File: config.mk
export PLATFORM = sky130hd
export DESIGN_NAME = seg_display_capture_flat
export DESIGN_NICKNAME = d
export VERILOG_FILES = /design/src/rtl/seg_display_capture_pkg.sv /design/src/rtl/seg_display_capture_if.sv /design/src/rtl/seg_display_capture_sampler.sv /design/src/rtl/seg_display_capture.sv /design/src/flat_wrapper.sv
export SDC_FILE = /design/constraint.sdc
export NUM_CORES = 1
export LEC_CHECK = 0
export ABC_AREA = 1
export BUFFER_PORTS_ARGS = -buffer_cell sky130_fd_sc_hd__buf_4
export CELL_PAD_IN_SITES_DETAIL_PLACEMENT = 0
export CELL_PAD_IN_SITES_GLOBAL_PLACEMENT = 1
export CORE_MARGIN = 10
export CORE_UTILIZATION = 45
export DETAILED_ROUTE_END_ITERATION = 10
export PLACE_DENSITY_LB_ADDON = 0.05
export SYNTH_ARGS = -nofsm -noshare
export SYNTH_HDL_FRONTEND = slang
export SYNTH_SLANG_ARGS = --single-unit
File: constraint.sdc
create_clock -name clkin -period 2.9 [get_ports clkin]
set_clock_uncertainty 0.05 [all_clocks]
set_input_delay 0.435 -clock clkin [delete_from_list [all_inputs] [get_ports clkin]]
set_output_delay 0.435 -clock clkin [all_outputs]
set_load 0.02 [all_outputs]
File: src/rtl/seg_display_capture_pkg.sv
// Shared types and decode table for the 7-segment display capture block.
package seg_display_pkg;

  localparam int PKG_NDIG = 4;

  localparam logic [6:0] SEG_BLANK = 7'h7F;

  // Active-low gfedcba patterns; entry i occupies bits [i*7 +: 7].
  localparam logic [16*7-1:0] SEG_TABLE = {
    7'b0001110, 7'b0000110, 7'b0100001, 7'b1000110,
    7'b0000011, 7'b0001000, 7'b0010000, 7'b0000000,
    7'b1111000, 7'b0000010, 7'b0010010, 7'b0011001,
    7'b0110000, 7'b0100100, 7'b1111001, 7'b1000000
  };

  typedef enum logic [1:0] {
    COLLECT,
    COMPARE,
    PUBLISH
  } frame_state_e;

  typedef struct packed {
    logic [3:0] nib;
    logic       blank;
    logic       invalid;
  } dig_dec_t;

  typedef struct packed {
    logic [PKG_NDIG*4-1:0] nib;
    logic [PKG_NDIG-1:0]   blank;
    logic [PKG_NDIG-1:0]   invalid;
    logic [PKG_NDIG-1:0]   dp;
  } frame_t;

  function automatic dig_dec_t seg_decode(input logic [6:0] seg);
    dig_dec_t r;
    r = '0;
    if (seg == SEG_BLANK) begin
      r.blank = 1'b1;
    end else begin
      r.invalid = 1'b1;
      for (int i = 0; i < 16; i++) begin
        if (seg == SEG_TABLE[i*7 +: 7]) begin
          r.nib     = 4'(i);
          r.invalid = 1'b0;
        end
      end
    end
    return r;
  endfunction

endpackage

File: src/rtl/seg_display_capture_if.sv
// Published-frame bus of the display capture block: decoded frame plus valid/ready.
interface seg_display_capture_if #(parameter int NDIG = 4);
  logic [4*NDIG-1:0] digits_o;
  logic [NDIG-1:0]   blank_o;
  logic [NDIG-1:0]   invalid_o;
  logic [NDIG-1:0]   dp_o;
  logic              frame_valid_o;
  logic              frame_ready_i;

  modport master (output digits_o, blank_o, invalid_o, dp_o, frame_valid_o,
                  input  frame_ready_i);
  modport slave  (input  digits_o, blank_o, invalid_o, dp_o, frame_valid_o,
                  output frame_ready_i);
endinterface

File: src/rtl/seg_display_capture_sampler.sv
// Synchronizes the scanned an/seg/dp lines and strobes one write per settled digit dwell.
module seg_digit_sampler #(
  parameter  int NDIG   = 4,
  parameter  int SETTLE = 3,
  localparam int IDX_W  = (NDIG > 1) ? $clog2(NDIG) : 1,
  localparam int CNT_W  = $clog2(SETTLE + 2)
) (
  input  logic             clkin,
  input  logic             rst_n,
  input  logic [NDIG-1:0]  an_i,
  input  logic [6:0]       seg_i,
  input  logic             dp_i,
  output logic             wr_o,
  output logic [IDX_W-1:0] idx_o,
  output logic [6:0]       seg_o,
  output logic             dp_lit_o
);

  logic [NDIG-1:0]  an_meta_q, an_sync_q, an_prev_q;
  logic [6:0]       seg_meta_q, seg_sync_q, seg_prev_q;
  logic             dp_meta_q, dp_sync_q, dp_prev_q;
  logic [CNT_W-1:0] cnt_q, cnt_d;
  logic             sel_vld, changed;

  always_ff @(posedge clkin or negedge rst_n) begin
    if (!rst_n) begin
      an_meta_q  <= '0;
      an_sync_q  <= '0;
      an_prev_q  <= '0;
      seg_meta_q <= '0;
      seg_sync_q <= '0;
      seg_prev_q <= '0;
      dp_meta_q  <= 1'b0;
      dp_sync_q  <= 1'b0;
      dp_prev_q  <= 1'b0;
      cnt_q      <= '0;
    end else begin
      an_meta_q  <= an_i;
      an_sync_q  <= an_meta_q;
      an_prev_q  <= an_sync_q;
      seg_meta_q <= seg_i;
      seg_sync_q <= seg_meta_q;
      seg_prev_q <= seg_sync_q;
      dp_meta_q  <= dp_i;
      dp_sync_q  <= dp_meta_q;
      dp_prev_q  <= dp_sync_q;
      cnt_q      <= cnt_d;
    end
  end

  // Counter runs to SETTLE+1 and parks there, so the strobe fires once per dwell.
  always_comb begin
    sel_vld = $onehot(~an_sync_q);
    idx_o   = '0;
    for (int i = 0; i < NDIG; i++) begin
      if (!an_sync_q[i]) idx_o = IDX_W'(i);
    end
    changed = (an_sync_q != an_prev_q) || (seg_sync_q != seg_prev_q) ||
              (dp_sync_q != dp_prev_q);
    cnt_d = cnt_q;
    if (!sel_vld || changed) begin
      cnt_d = '0;
    end else if (cnt_q <= CNT_W'(SETTLE)) begin
      cnt_d = cnt_q + 1'b1;
    end
    wr_o     = sel_vld && !changed && (cnt_q == CNT_W'(SETTLE));
    seg_o    = seg_sync_q;
    dp_lit_o = ~dp_sync_q;
  end

endmodule

File: src/rtl/seg_display_capture.sv
// 7-segment bus snoop: rebuilds stable 4-digit frames and publishes them over valid/ready.
// Optional flashing-display detector enabled by defining DISPLAY_FLASH_DETECT_EN.
module seg_display_capture
  import seg_display_pkg::*;
#(
  parameter int NDIG          = PKG_NDIG,
  parameter int SETTLE        = 3,
  parameter int STABLE_FRAMES = 2,
  parameter int FLASH_WINDOW  = 2**22
) (
  input  logic                 clkin,
  input  logic                 rst_n,
  input  logic [NDIG-1:0]      an_i,
  input  logic [6:0]           seg_i,
  input  logic                 dp_i,
  seg_display_capture_if.master bus,
  output logic                 overrun_o,
  output logic                 flash_o
);

  localparam int IDX_W   = (NDIG > 1) ? $clog2(NDIG) : 1;
  localparam int MATCH_W = $clog2(STABLE_FRAMES + 1);

  logic             samp_wr, samp_dp;
  logic [IDX_W-1:0] samp_idx;
  logic [6:0]       samp_seg;
  dig_dec_t         dec;

  frame_state_e     state_q, state_d;
  logic [NDIG-1:0]  mask_q, mask_d;
  frame_t           shadow_q, shadow_d, cand_q, cand_d, pub_q, pub_d;
  logic [MATCH_W-1:0] match_q, match_d;
  logic             have_pub_q, have_pub_d, valid_q, valid_d, overrun_q, overrun_d;
  logic             pub_load;

  seg_digit_sampler #(.NDIG(NDIG), .SETTLE(SETTLE)) u_sampler (
    .clkin    (clkin),
    .rst_n    (rst_n),
    .an_i     (an_i),
    .seg_i    (seg_i),
    .dp_i     (dp_i),
    .wr_o     (samp_wr),
    .idx_o    (samp_idx),
    .seg_o    (samp_seg),
    .dp_lit_o (samp_dp)
  );

  assign dec      = seg_decode(samp_seg);
  assign pub_load = (state_q == PUBLISH) && (!valid_q || bus.frame_ready_i);

  always_ff @(posedge clkin or negedge rst_n) begin
    if (!rst_n) begin
      state_q    <= COLLECT;
      mask_q     <= '0;
      shadow_q   <= '0;
      cand_q     <= '0;
      pub_q      <= '0;
      match_q    <= '0;
      have_pub_q <= 1'b0;
      valid_q    <= 1'b0;
      overrun_q  <= 1'b0;
    end else begin
      state_q    <= state_d;
      mask_q     <= mask_d;
      shadow_q   <= shadow_d;
      cand_q     <= cand_d;
      pub_q      <= pub_d;
      match_q    <= match_d;
      have_pub_q <= have_pub_d;
      valid_q    <= valid_d;
      overrun_q  <= overrun_d;
    end
  end

  always_comb begin
    state_d    = state_q;
    shadow_d   = shadow_q;
    cand_d     = cand_q;
    pub_d      = pub_q;
    match_d    = match_q;
    have_pub_d = have_pub_q;
    overrun_d  = overrun_q;
    valid_d    = valid_q && !bus.frame_ready_i;
    mask_d     = (state_q == COLLECT && &mask_q) ? '0 : mask_q;

    if (samp_wr) begin
      shadow_d.nib[samp_idx*4 +: 4] = dec.nib;
      shadow_d.blank[samp_idx]      = dec.blank;
      shadow_d.invalid[samp_idx]    = dec.invalid;
      shadow_d.dp[samp_idx]         = samp_dp;
      mask_d[samp_idx]              = 1'b1;
    end

    case (state_q)
      COLLECT: begin
        if (&mask_q) state_d = COMPARE;
      end
      COMPARE: begin
        if (shadow_q == cand_q) begin
          if (match_q < MATCH_W'(STABLE_FRAMES)) match_d = match_q + 1'b1;
        end else begin
          match_d = MATCH_W'(1);
          cand_d  = shadow_q;
        end
        state_d = (match_d >= MATCH_W'(STABLE_FRAMES) && (!have_pub_q || cand_d != pub_q))
                  ? PUBLISH : COLLECT;
      end
      PUBLISH: begin
        state_d = COLLECT;
        // A frame arriving in the accept cycle replaces the old one; otherwise it is lost.
        if (pub_load) begin
          pub_d      = cand_q;
          have_pub_d = 1'b1;
          valid_d    = 1'b1;
        end else begin
          overrun_d  = 1'b1;
        end
      end
      default: state_d = COLLECT;
    endcase
  end

  assign bus.digits_o      = pub_q.nib;
  assign bus.blank_o       = pub_q.blank;
  assign bus.invalid_o     = pub_q.invalid;
  assign bus.dp_o          = pub_q.dp;
  assign bus.frame_valid_o = valid_q;
  assign overrun_o         = overrun_q;

`ifdef DISPLAY_FLASH_DETECT_EN
  localparam int WIN_W = $clog2(FLASH_WINDOW + 1);

  logic [1:0]       tog_q, tog_d;
  logic             cls_q, cls_d;
  logic [WIN_W-1:0] win_q, win_d;

  always_ff @(posedge clkin or negedge rst_n) begin
    if (!rst_n) begin
      tog_q <= '0;
      cls_q <= 1'b0;
      win_q <= '0;
    end else begin
      tog_q <= tog_d;
      cls_q <= cls_d;
      win_q <= win_d;
    end
  end

  // Window restarts on every blank/non-blank class change of a published frame.
  always_comb begin
    tog_d = tog_q;
    cls_d = cls_q;
    win_d = win_q;
    if (win_q == WIN_W'(FLASH_WINDOW)) begin
      tog_d = '0;
    end else begin
      win_d = win_q + 1'b1;
    end
    if (pub_load) begin
      cls_d = &cand_q.blank;
      if (cls_d != cls_q) begin
        win_d = '0;
        tog_d = (tog_q == 2'd3) ? 2'd3 : tog_q + 2'd1;
      end
    end
  end

  assign flash_o = (tog_q >= 2'd2);
`else
  assign flash_o = 1'b0;
`endif

endmodule
File: src/flat_wrapper.sv
// flat-port wrapper written by rule: the top's interface ports become plain ports
module seg_display_capture_flat import seg_display_pkg::*;
#(
  parameter int NDIG          = PKG_NDIG,
  parameter int SETTLE        = 3,
  parameter int STABLE_FRAMES = 2,
  parameter int FLASH_WINDOW  = 2**22
)
  (clkin, rst_n, an_i, seg_i, dp_i, overrun_o, flash_o, bus_digits_o, bus_blank_o, bus_invalid_o, bus_dp_o, bus_frame_valid_o, bus_frame_ready_i);
  seg_display_capture_if #(.NDIG(NDIG)) bus_i ();
  input  logic clkin;
  input  logic rst_n;
  input  logic [NDIG-1:0] an_i;
  input  logic [6:0] seg_i;
  input  logic dp_i;
  output logic overrun_o;
  output logic flash_o;
  output wire logic [$bits(bus_i.digits_o)-1:0] bus_digits_o;
  output wire logic [$bits(bus_i.blank_o)-1:0] bus_blank_o;
  output wire logic [$bits(bus_i.invalid_o)-1:0] bus_invalid_o;
  output wire logic [$bits(bus_i.dp_o)-1:0] bus_dp_o;
  output wire logic [$bits(bus_i.frame_valid_o)-1:0] bus_frame_valid_o;
  input wire logic [$bits(bus_i.frame_ready_i)-1:0] bus_frame_ready_i;
  assign bus_digits_o = bus_i.digits_o;
  assign bus_blank_o = bus_i.blank_o;
  assign bus_invalid_o = bus_i.invalid_o;
  assign bus_dp_o = bus_i.dp_o;
  assign bus_frame_valid_o = bus_i.frame_valid_o;
  assign bus_i.frame_ready_i = bus_frame_ready_i;
  seg_display_capture #(.NDIG(NDIG), .SETTLE(SETTLE), .STABLE_FRAMES(STABLE_FRAMES), .FLASH_WINDOW(FLASH_WINDOW)) u_core (.clkin(clkin), .rst_n(rst_n), .an_i(an_i), .seg_i(seg_i), .dp_i(dp_i), .bus(bus_i), .overrun_o(overrun_o), .flash_o(flash_o));
endmodule
==> impl_metrics.py <==
metrics = {
    "final_layout": {
        "fillers": 1224,
        "syn_to_final_growth_pct": 19.9,
        "antennaDiodeCount": 0,
        "fin_area_um2": 7460,
        "instances_no_fill": 1001,
        "final_nets": 842,
        "fin_util": 0.557,
        "drive_above_1_share": 0.126,
    },
    "worst_setup_path": {
        "crit_family": "adder cells",
        "cp_slowest_cell": "fa_1",
        "crit_fanout": 4,
        "worstSetupEndpointType": "flop",
        "cpPeakStageDelay_ns": 0.54,
        "crit_path_start_kind": "flop",
        "required_ns": 3.18,
        "worstPathArrival_ns": 3.01,
        "critical_path_class": "reg -> reg",
        "crit_chain": "fa_1 -> inv_1 -> ha_1 -> ha_1 -> inv_1 -> nand3_1 -> nor2_1 -> nand2_1 -> nor2_2 -> nand2_1 -> nor2_2 -> nand4_1 -> o21ai_0",
        "path_buf_inv": 2,
    },
    "placement": {
        "gp_congestion": 0.856,
        "portBuffers": 44,
        "placed_cells": 964,
        "placed_cell_area_um2": 6790,
        "hpwl_um": 10900,
    },
    "detailed_routing": {
        "drt-wirelength-per-cell_um": 14.6,
        "wirelength_um": 14600,
        "via_count": 4884,
        "ant_nets": 0,
        "viasPerCell": 4.88,
        "drt_first_iter_violations": 320,
        "drc": 0,
        "dr.pass1.iters": 5,
    },
    "sta": {
        "fmax_mhz": 367,
        "setup_viol": 0,
        "period_share": 0.940,
        "hold_viol_final": 0,
        "slew_violations": 0,
        "slew_headroom": 0.487,
        "worst_slew_pin_slew_ns": 0.768,
        "hold_slack_ns": 0.0751,
        "finalCriticalPeriod_ns": 2.73,
        "fin_tns_setup_ns": 0,
    },
    "die": {
        "ioPinCount": 46,
        "core_um2": 13400,
        "num_rows": 42,
        "die_area_um2": 18900,
        "die_y_um": 138,
        "initial_core_util": 0.464,
        "fp.dieW_um": 138,
    },
    "yosys": {
        "syn_avg_cell_area_um2": 8.29,
        "yosysWarnings": 0,
        "synth_seq_cells": 134,
        "netlist_area_um2": 6220,
        "synthCells": 751,
        "synth_nets": 780,
        "seq_area_frac_synth": 0.539,
        "synth_cell_type_count": 36,
    },
    "global_route": {
        "grt_pass1_vias": 4801,
        "grtUsageMet1": 0.206,
        "grt_max_degree": 67,
        "gr-usage-met3": 0.0412,
        "grt_use_total": 0.162,
        "grt_overflow": 0,
        "globalRoute.busiestLayer": "met2",
        "gr-usage-met2": 0.265,
        "grt_pass1_wl_um": 24000,
        "antenna_found_initial": 0,
    },
    "hold_path": {
        "worst_hold_path_type": "in -> reg",
    },
    "clock_tree": {
        "cts-root-buf": "clkbuf_16",
        "cts_buffers": 17,
        "cts_buffer_depth": 2,
        "clock_sinks": 134,
        "clock_latency_ns": 0.41,
        "htree_levels": 4,
        "cts_tree": "done",
        "clkSlewWorstSetupHoldPaths_ns": 0.06,
    },
    "power": {
        "vdd_drop_max_mv": 0.419,
        "pwr_density_cell_nw_per_um2": 573,
        "power_leakage_nw": 3.69,
    },
    "outcome": {
        "status": "finished clean",
    },
    "run": {
        "cap_violations": 0,
    },
}
## metal layers
metal  vias to the layer above  routed length (um)
li1                       2493                   -
met1                      2273                6690
met2                       110                7050
met3                         8                 726
met4                         0                 133
met5                         -                   0
## stage by stage
stage | total power [mW] | worst slack, ns
floorplan | 2.02 | 0.449
global placement | 2.11 | 0.258
detailed placement | 2.11 | 0.158
CTS | 4.33 | 0.143
global route | 4.44 | -0.0547
finish | 4.28 | 0.173
## worst paths after layout
kind	slack, ns	endpoint	from	depth (start not counted)
hold / removal	0.08	u_core.u_sampler.seg_meta_q[3]	seg_i[3]	1
setup reg to reg	0.17	u_core.shadow_q[20]	u_core.u_sampler.an_sync_q[0]	13
min in group asynchronous	0.50	u_core.bus.frame_valid_o	rst_n	2
hold reg to reg	0.30	u_core.u_sampler.seg_o[2]	u_core.u_sampler.seg_meta_q[2]	0
max in group asynchronous	1.60	u_core.bus.digits_o[0]	rst_n	3
setup / recovery	0.17	u_core.shadow_q[20]	u_core.u_sampler.an_sync_q[0]	13
## worst reg2reg max path: stages (launching register included)
cell,delay [ns]
dfrtp_1,0.42
fa_1,0.54
inv_1,0.04
ha_1,0.17
ha_1,0.27
inv_1,0.06
nand3_1,0.09
nor2_1,0.11
nand2_1,0.07
nor2_2,0.16
nand2_1,0.09
nor2_2,0.18
nand4_1,0.19
o21ai_0,0.20
## what timing repair did
action                                  4_1_cts  5_1_grt
buffers inserted                              0        5
hold buffers                                  1        0
resized for setup                             0        5
hold endpoints to repair                     63        0
endpoints found under the setup margin        0       10
## area by class of cell
class,count,area [um2],area share
timing repair buffer,56,452,0.0605
clock inverter,11,150,0.0201
clock buffer,20,467,0.0625
inverter,110,413,0.0553
multi-input combinational,494,2410,0.323
sequential,134,3350,0.449
tap,176,220,0.0295
## Yosys cell counts
cell,n,share of area
a211oi_1,4,0.0048
a21oi_1,9,0.0072
a221oi_1,1,0.0014
a22oi_1,1,0.0012
a31o_2,1,0.0014
and3_1,1,0.0010
buf_4,1,0.0012
clkbuf_1,12,0.0072
clkinv_1,1,0.00060
conb_1,1,0.00060
dfrtp_1,134,0.54
fa_1,1,0.0032
ha_1,13,0.026
inv_1,107,0.065
inv_2,2,0.0012
nand2_1,239,0.14
nand2_2,4,0.0040
nand2_4,1,0.0018
nand3_1,18,0.014
nand3b_1,2,0.0024
nand4_1,22,0.022
nor2_1,56,0.034
nor2_2,3,0.0030
nor2_8,1,0.0032
nor3_1,5,0.0040
nor3_2,1,0.0016
nor3b_2,2,0.0040
nor4_1,3,0.0030
o2111ai_1,1,0.0014
o211ai_1,1,0.0012
o21ai_0,73,0.059
o21ai_1,6,0.0048
o22ai_1,5,0.0050
or2_2,1,0.0010
xnor2_1,12,0.017
xor2_1,6,0.0084
## power breakdown
group | switching, mW | total, mW | internal (mW) | leakage [nW]
sequential | 0.0203 | 1.92 | 1.90 | 1.77
combinational | 0.107 | 0.158 | 0.0506 | 1.63
clock | 0.789 | 2.21 | 1.42 | 0.298
total | 0.916 | 4.28 | 3.36 | 3.69
## sequential cells by signal (all words and copies together), names as in the netlist, 7 cells and up
register and count:
u_core.cand_q 28, u_core.bus.digits_o 16, u_core.u_sampler.seg_o 7, u_core.u_sampler.seg_meta_q 7
u_core.shadow_q 28, u_core.u_sampler.seg_prev_q 7
## layout by cell type, fill, tap and decap left out, types with 6 or more instances in the layout
| cell type | count |
|---|---|
| ha_1 | 13 |
| dfrtp_1 | 134 |
| xor2_1 | 6 |
| o21ai_1 | 9 |
| o21ai_0 | 70 |
| buf_4 | 52 |
| a21oi_1 | 9 |
| inv_1 | 107 |
| nand2_1 | 238 |
| xnor2_1 | 12 |
| nand3_1 | 18 |
| nor2_1 | 55 |
| nand4_1 | 22 |
| clkbuf_16 | 17 |
## kinds of logic after synthesis
family	count (synthesis)	share of synthesized area
AO/OA/AOI/OAI	102	0.0873
XOR/XNOR	18	0.0253
adder cells (fa/ha/maj)	14	0.0294
buffers and inverters	123	0.0748
flip-flops	134	0.539
other	1	0.000603
AND/OR/NAND/NOR	359	0.244
No activity file was read; power rests on OpenSTA's default activity.
